[config.mk]
export PLATFORM = sky130hd
export DESIGN_NAME = stream_packer
export DESIGN_NICKNAME = d
export VERILOG_FILES = /design/src/rtl/stream_packer_pkg.sv /design/src/rtl/stream_packer_timer.sv /design/src/rtl/stream_packer.sv
export SDC_FILE = /design/constraint.sdc
export NUM_CORES = 1
export LEC_CHECK = 0
export ABC_CLOCK_PERIOD_IN_PS = 3300
export CORE_ASPECT_RATIO = 1.5
export CORE_UTILIZATION = 30
export CTS_BUF_LIST = sky130_fd_sc_hd__clkbuf_8 sky130_fd_sc_hd__clkbuf_16
export DETAILED_ROUTE_END_ITERATION = 8
export GPL_TIMING_DRIVEN = 0
export HOLD_SLACK_MARGIN = 0.05
export SYNTH_ARGS = -nofsm -noshare
export SYNTH_HDL_FRONTEND = slang
export SYNTH_SLANG_ARGS = --single-unit
[constraint.sdc]
create_clock -name clk_i -period 3.3 [get_ports clk_i]
set_clock_uncertainty 0.1 [all_clocks]
set_input_delay 0.99 -clock clk_i [delete_from_list [all_inputs] [get_ports clk_i]]
set_output_delay 0.99 -clock clk_i [all_outputs]
set_load 0.005 [all_outputs]
[src/rtl/stream_packer_pkg.sv]
// Shared helpers for the stream packer: derived field widths used by the top and its timer.
package stream_packer_pkg;

   function automatic int unsigned cnt_width(input int unsigned ratio);
      return $clog2(ratio + 1);
   endfunction

   // The idle timer counts 0..TIMEOUT-1; it needs at least one bit even when disabled.
   function automatic int unsigned timer_width(input int unsigned timeout);
      return (timeout > 1) ? $clog2(timeout) : 1;
   endfunction

endpackage

[src/rtl/stream_packer_timer.sv]
// Idle counter for the packer: counts while enabled, clears on demand, saturates at expiry.
module stream_packer_timer
   import stream_packer_pkg::*;
#(
   parameter int unsigned TIMEOUT = 16
) (
   input  logic clk_i,
   input  logic rst_i,
   input  logic en_i,
   input  logic clr_i,
   output logic expired_o
);

   localparam int unsigned TW = timer_width(TIMEOUT);
   localparam logic [TW-1:0] LastCount = TW'((TIMEOUT > 0) ? TIMEOUT - 1 : 0);
   localparam bit Enabled = (TIMEOUT > 0);

   logic [TW-1:0] timer_q, timer_d;

   assign expired_o = Enabled && (timer_q == LastCount);

   always_comb begin
      timer_d = timer_q;
      if (clr_i) begin
         timer_d = '0;
      end else if (Enabled && en_i && !expired_o) begin
         timer_d = timer_q + TW'(1);
      end
   end

   always_ff @(posedge clk_i) begin
      if (rst_i) begin
         timer_q <= '0;
      end else begin
         timer_q <= timer_d;
      end
   end

endmodule

[src/rtl/stream_packer.sv]
// Packs IN_WIDTH beats into RATIO-lane words ahead of a CDC FIFO; words close on a full
// accumulator, on in_last_i, or when a partial word has sat idle for TIMEOUT cycles.
module stream_packer
   import stream_packer_pkg::*;
#(
   parameter int unsigned IN_WIDTH  = 8,
   parameter int unsigned RATIO     = 4,
   parameter int unsigned TIMEOUT   = 16,
   parameter int unsigned OUT_WIDTH = IN_WIDTH * RATIO,
   parameter int unsigned CNT_WIDTH = cnt_width(RATIO)
) (
   input  logic                 clk_i,
   input  logic                 rst_i,
   input  logic [IN_WIDTH-1:0]  in_data_i,
   input  logic                 in_valid_i,
   input  logic                 in_last_i,
   output logic                 in_ready_o,
   output logic [OUT_WIDTH-1:0] out_data_o,
   output logic [CNT_WIDTH-1:0] out_cnt_o,
   output logic                 out_last_o,
   output logic                 out_valid_o,
   input  logic                 out_ready_i
);

   localparam logic [CNT_WIDTH-1:0] LastLane = CNT_WIDTH'(RATIO - 1);

   logic [CNT_WIDTH-1:0] cnt_q, cnt_d;
   logic [OUT_WIDTH-1:0] acc_q, acc_d, acc_merged;
   logic [RATIO-1:0]     lane_we;

   logic [OUT_WIDTH-1:0] out_data_q, out_data_d;
   logic [CNT_WIDTH-1:0] out_cnt_q, out_cnt_d;
   logic                 out_last_q, out_last_d;
   logic                 out_valid_q, out_valid_d;

   logic out_free, accept, close_word, flush;
   logic timer_en, timer_clr, timer_expired;

   assign out_free   = ~out_valid_q | out_ready_i;
   assign in_ready_o = ~rst_i & out_free;
   assign accept     = in_valid_i & in_ready_o;
   assign close_word = accept & ((cnt_q == LastLane) | in_last_i);
   // An accepted beat always beats a pending timeout.
   assign flush      = ~accept & (cnt_q != '0) & timer_expired & out_free;
   assign timer_en   = (cnt_q != '0) & ~accept;
   assign timer_clr  = accept | flush;

   for (genvar k = 0; k < RATIO; k++) begin : g_lane
      assign lane_we[k] = accept & (cnt_q == CNT_WIDTH'(k));
      assign acc_merged[k*IN_WIDTH +: IN_WIDTH] =
         lane_we[k] ? in_data_i : acc_q[k*IN_WIDTH +: IN_WIDTH];
   end

   always_comb begin
      cnt_d       = cnt_q;
      acc_d       = acc_merged;
      out_data_d  = out_data_q;
      out_cnt_d   = out_cnt_q;
      out_last_d  = out_last_q;
      out_valid_d = out_valid_q;

      if (close_word || flush) begin
         cnt_d = '0;
         acc_d = '0;
      end else if (accept) begin
         cnt_d = cnt_q + CNT_WIDTH'(1);
      end

      if (close_word) begin
         out_data_d  = acc_merged;
         out_cnt_d   = cnt_q + CNT_WIDTH'(1);
         out_last_d  = in_last_i;
         out_valid_d = 1'b1;
      end else if (flush) begin
         out_data_d  = acc_q;
         out_cnt_d   = cnt_q;
         out_last_d  = 1'b0;
         out_valid_d = 1'b1;
      end else if (out_ready_i) begin
         out_valid_d = 1'b0;
      end
   end

   always_ff @(posedge clk_i) begin
      if (rst_i) begin
         cnt_q       <= '0;
         acc_q       <= '0;
         out_data_q  <= '0;
         out_cnt_q   <= '0;
         out_last_q  <= 1'b0;
         out_valid_q <= 1'b0;
      end else begin
         cnt_q       <= cnt_d;
         acc_q       <= acc_d;
         out_data_q  <= out_data_d;
         out_cnt_q   <= out_cnt_d;
         out_last_q  <= out_last_d;
         out_valid_q <= out_valid_d;
      end
   end

   stream_packer_timer #(
      .TIMEOUT(TIMEOUT)
   ) u_timer (
      .clk_i    (clk_i),
      .rst_i    (rst_i),
      .en_i     (timer_en),
      .clr_i    (timer_clr),
      .expired_o(timer_expired)
   );

   assign out_data_o  = out_data_q;
   assign out_cnt_o   = out_cnt_q;
   assign out_last_o  = out_last_q;
   assign out_valid_o = out_valid_q;

endmodule
# ---- After elaboration in Yosys (flattened, before gate mapping)
# Cells that the tools add are included.
dict set report word_totals {
  ff_bits 76
  in_bits 13
  elab_cells 51
}
dict set report classes {
  n_addsub 2
  n_eq_ne 4
  n_mux 13
  n_bitwise 16
  n_reduce_logical 9
}
# cell n
set ops {}
lappend ops {{$mux 32} 2}
lappend ops {{$mux 8} 4}
lappend ops {{$and 1x1->1} 10}
lappend ops {{$eq 3x2->1 const B} 2}
lappend ops {{$mux 3} 2}
lappend ops {{$reduce_bool 3->1} 2}
lappend ops {{$mux 1} 5}
lappend ops {{$add 4x1->4 const B} 1}
lappend ops {{$eq 4x4->1 const B} 1}
lappend ops {{$reduce_or 2->1} 2}
lappend ops {{$add 3x1->3 const B} 1}
lappend ops {{$eq 3x1->1 const B} 1}
lappend ops {{$logic_not 3->1} 1}
lappend ops {{$not 1->1} 3}
lappend ops {{$or 1x1->1} 3}
lappend ops {{$reduce_bool 2->1} 1}
lappend ops {{$logic_and 1x1->1} 1}
lappend ops {{$logic_not 1->1} 1}
lappend ops {{$logic_or 1x1->1} 1}

# ---- Logic depth before layout (Yosys ltp)
dict set report depth {
  word_depth 10
  depth_mapped 8
}

# ---- Cells and area by module
# Synthesis repeated with hierarchy kept, for this count alone.
dict set report hier_totals {
  cells_unflattened 334
  hier_area_um2 3263.1
}
# mod instances cells_per_inst area_per_inst_um2 seq_area_each_um2
set modules_own_cells {}
lappend modules_own_cells {stream_packer 1 312 3051.7 1441.4}
lappend modules_own_cells {stream_packer_timer 1 22 211.5 80.1}

# ---- Worst setup path after synthesis
# No wires, ideal clock.
dict set report synth_path {
  path_kind {input port to output port}
  start {in rst_i}
  end {out in_ready_o}
  arrival_time_ns 1.659
  required_time_ns 2.210
  slack_ns 0.551
  cell_stages 3
  n_path_buf 2
  path_cell_list {clkbuf_1 clkbuf_1 nor2_1}
}
dict set report synth_between {
  elab_chain_len 2
}
# item line
set synth_rtl {}
lappend synth_rtl {{start, declared} stream_packer.sv:13} ;# input logic rst_i,
lappend synth_rtl {{$not 1->1} stream_packer.sv:40} ;# assign in_ready_o = ~rst_i & out_free;
lappend synth_rtl {{$and 1x1->1} stream_packer.sv:40}
lappend synth_rtl {{end, declared} stream_packer.sv:17} ;# output logic in_ready_o,
# Every way passes these cells.

# ---- Worst setup path after layout
dict set report layout_path {
  start {in out_ready_i}
  end {out in_ready_o}
}
dict set report layout_between {
  elab_chain_len 2
}
# item line
set layout_rtl {}
lappend layout_rtl {{start, declared} stream_packer.sv:22} ;# input logic out_ready_i
lappend layout_rtl {{$or 1x1->1} stream_packer.sv:39} ;# assign out_free = ~out_valid_q | out_ready_i;
lappend layout_rtl {{$and 1x1->1} stream_packer.sv:40}
# Every way passes these cells.

==> metrics.txt <==
asr flop ratio synth 0%; proportion of synthesized chip area in sequential cells 44.90%; Root Buffer clkbuf_16; die span in x between 80 and 90 um; clock sink total 76; CTS clock-pin slew for the worst setup and hold paths around 0.06 ns; Reg power frac 46.4%; reported max-cap violation count 0; CP Max Fanout 7; VDD IR max ~240 uV; Layout area overhead 29.10%; HP Class reg2reg; CP arrival 2.02 ns; port bufs 50; top_reg_cell synth dfxtp_1; synthesized area 3388 um2; Power Total a little over 2 mW; GPL Wtd Cong about 0.75; CP Launch Type input pin; Static Leak 1.558 nW; Core Area 11000 um2; Hold Buf Count CTS 0; worst-margin pin slew 0.6511 ns; switching portion of total power 24.26%; via count between 2000 and 3000; Synth top area share between 40 and 50%; Filler cells roughly 1100; outcome complete, no violations; # DRC 0; top post-synthesis cells by count dfxtp_1, nor2_1, mux2i_1; Comb power frac 9.2%; DP HPWL 6652 um; RSZ-0062 raised after global routing no; Required @ worst endpoint 2.21 ns; Congestion Overflow GR 0; area of the multi-input gates 1678 um2; DR vias/cell 5.132; CTS max path bufs 2; # IOs 51; Post-Route WL roughly 9300 um; DP Area 4073 um2; number of synthesized flops with an enable pin 0; Final Slew Violations 0; ant diodes 0; Synth cell types 40; first-pass GRT wire length 15270 um; worst path cell trace clkdlybuf4s50_1 -> nor2b_1 -> buf_6 -> nor2_1 -> dlygate4sd2_1; area of the die 11730 um2; Post-Syn Nets 359; Iteration-0 DRC Markers 155; final clock period utilization by the worst path 94.21%; Rows 47; final core utilization 39.78%; post-layout min period between 3 and 4 ns; most common cell in the synthesized netlist dfxtp_1; gr usage total 17.09%; Post-Place Cells 537; switching pwr 497.1 uW; syn avg cell area 9.965 um2; slowest stage delay, CP 0.42 ns; largest net degree at the start of global routing 19; initial antenna violation count 0; fraction of layout cells with a size suffix above 1 11.58%; internal power 1.552 mW; Final ANT Viol Nets 0; Highest Clock Rate 321.6 MHz; drt first pass iters 7; Worst-Skew Late Latency about 0.33 ns; Finish-stage setup viols 0; #FFs+latches synth 76; Power per Cell Area 468.5 nW/um2; post-synthesis cell count 340; Clk pwr share between 40% and 50%; starting density of the core a little under a third; Final Hold Vio Count 0; top cells by area, synth dfxtp_1, mux2i_1, nand4b_1; slowest CP cell clkdlybuf4s50_1; post-DR wirelength/cell 16.76 um; cell taking the most area after synthesis dfxtp_1; vias in the first global route slightly below 3000; crit path kind in2out; TritonCTS clock tree yes; Die Span Y about 130 um; Layout Cells excl Fill about 550; # H-tree levels 3; nets 420; FF/Latch Area around 1500 um2; yosys synthesis warning count 0; crit end category output pin; post-route cell area approximately 4400 um2; Relative slew margins 56.46%; number of CTS-inserted buffers 9
-- metrics by stage --
step / setup TNS [ns] / hold WS (ns) / worst slack, ns
finish: 0 / 0.3647 / 0.1909
global route: 0 / 0.3779 / 0.1452
CTS: 0 / 0.3625 / 0.1850
detailed placement: -0.7863 / 0.3569 / -0.7863
global placement: -0.7924 / 0.3559 / -0.7924
floorplan: 0 / 0.3596 / 0.5510
-- routing by layer --
layer,vias to the layer above,wire length [um],global-route usage (%)
li1,1370,-,-
met1,1398,4054,20.81
met2,54,4745,29.02
met3,16,285,3.068
met4,0,184,6.989
met5,-,0,0
-- placed cells by master, fill, tap and decap left out, types with 6 or more instances in the layout --
| master | synthesis | layout |
|---|---|---|
| ha_1 | 6 | 6 |
| a22oi_1 | 8 | 8 |
| mux2_2 | 8 | 8 |
| nand3b_1 | 24 | 24 |
| mux2i_1 | 32 | 32 |
| clkbuf_16 | 0 | 10 |
| o211ai_1 | 25 | 25 |
| dfxtp_1 | 76 | 76 |
| nand4b_1 | 24 | 24 |
| buf_6 | 6 | 6 |
| a21oi_1 | 13 | 13 |
| nor2_1 | 40 | 40 |
| buf_2 | 9 | 9 |
| clkdlybuf4s50_1 | 0 | 48 |
| nand3_1 | 12 | 12 |
| clkbuf_1 | 13 | 11 |
-- worst paths after layout --
check,cells past startpoint,startpoint,slack (ns),to
setup / recovery,5,out_ready_i,0.19,in_ready_o
hold / removal,2,out_data_o[5]$_SDFFE_PP0P_,0.36,out_data_o[5]$_SDFFE_PP0P_
setup reg to reg,7,cnt_q[0]$_SDFFE_PP0N_,0.85,out_data_o[28]$_SDFFE_PP0P_
hold reg to reg,2,out_data_o[5]$_SDFFE_PP0P_,0.36,out_data_o[5]$_SDFFE_PP0P_
-- sequential cells by signal, summed over array words and instances, names as in the netlist --
signal           count
out_valid_o          1
out_data_o          32
out_last_o           1
cnt_q                3
out_cnt_o            3
u_timer.timer_q      4
acc_q               32
-- worst max-delay path: cells and delay by family --
family                 cells  cell delay [ns]
buffers and inverters      3             0.83
AND/OR/NAND/NOR            2             0.20
-- logic make-up (layout without fill, tap and decap cells) --
kind of cell | after synthesis | count (layout) | synth area share, %
AO/OA/AOI/OAI | 56 | 56 | 11.71
XOR/XNOR | 2 | 2 | 0.5171
adder cells (fa/ha/maj) | 6 | 6 | 2.216
buffers and inverters | 35 | 101 | 5.576
flip-flops | 76 | 76 | 44.90
multiplexers | 40 | 40 | 12.11
AND/OR/NAND/NOR | 125 | 125 | 22.97
-- timing repair --
action | CTS | global route
buffers inserted | 1 | 0
gates resized for setup | 6 | 0
endpoints found under the hold margin | 0 | 0
endpoints found under the setup margin | 1 | 0
-- area by class of cell --
| class | instances | share of cell area, % |
|---|---|---|
| Multi-Input combinational cell | 229 | 38.36 |
| Clock inverter | 6 | 0.9153 |
| Clock buffer | 10 | 5.463 |
| Buffer | 29 | 4.291 |
| Inverter | 5 | 0.4291 |
| Sequential cell | 76 | 34.78 |
| Timing Repair Buffer | 51 | 11.56 |
| Tap cell | 147 | 4.205 |
-- power by group through the flow --
| stage | Sequential [mW] | Combinational [mW] | Clock (mW) |
|---|---|---|---|
| global route | 0.953 | 0.204 | 0.967 |
| floorplan | 0.969 | 0.111 | 0 |
| CTS | 0.951 | 0.190 | 0.924 |
| detailed placement | 0.971 | 0.187 | 0 |
| finish | 0.951 | 0.188 | 0.910 |
| global placement | 0.970 | 0.184 | 0 |
No activity file was read; power rests on OpenSTA's default activity.
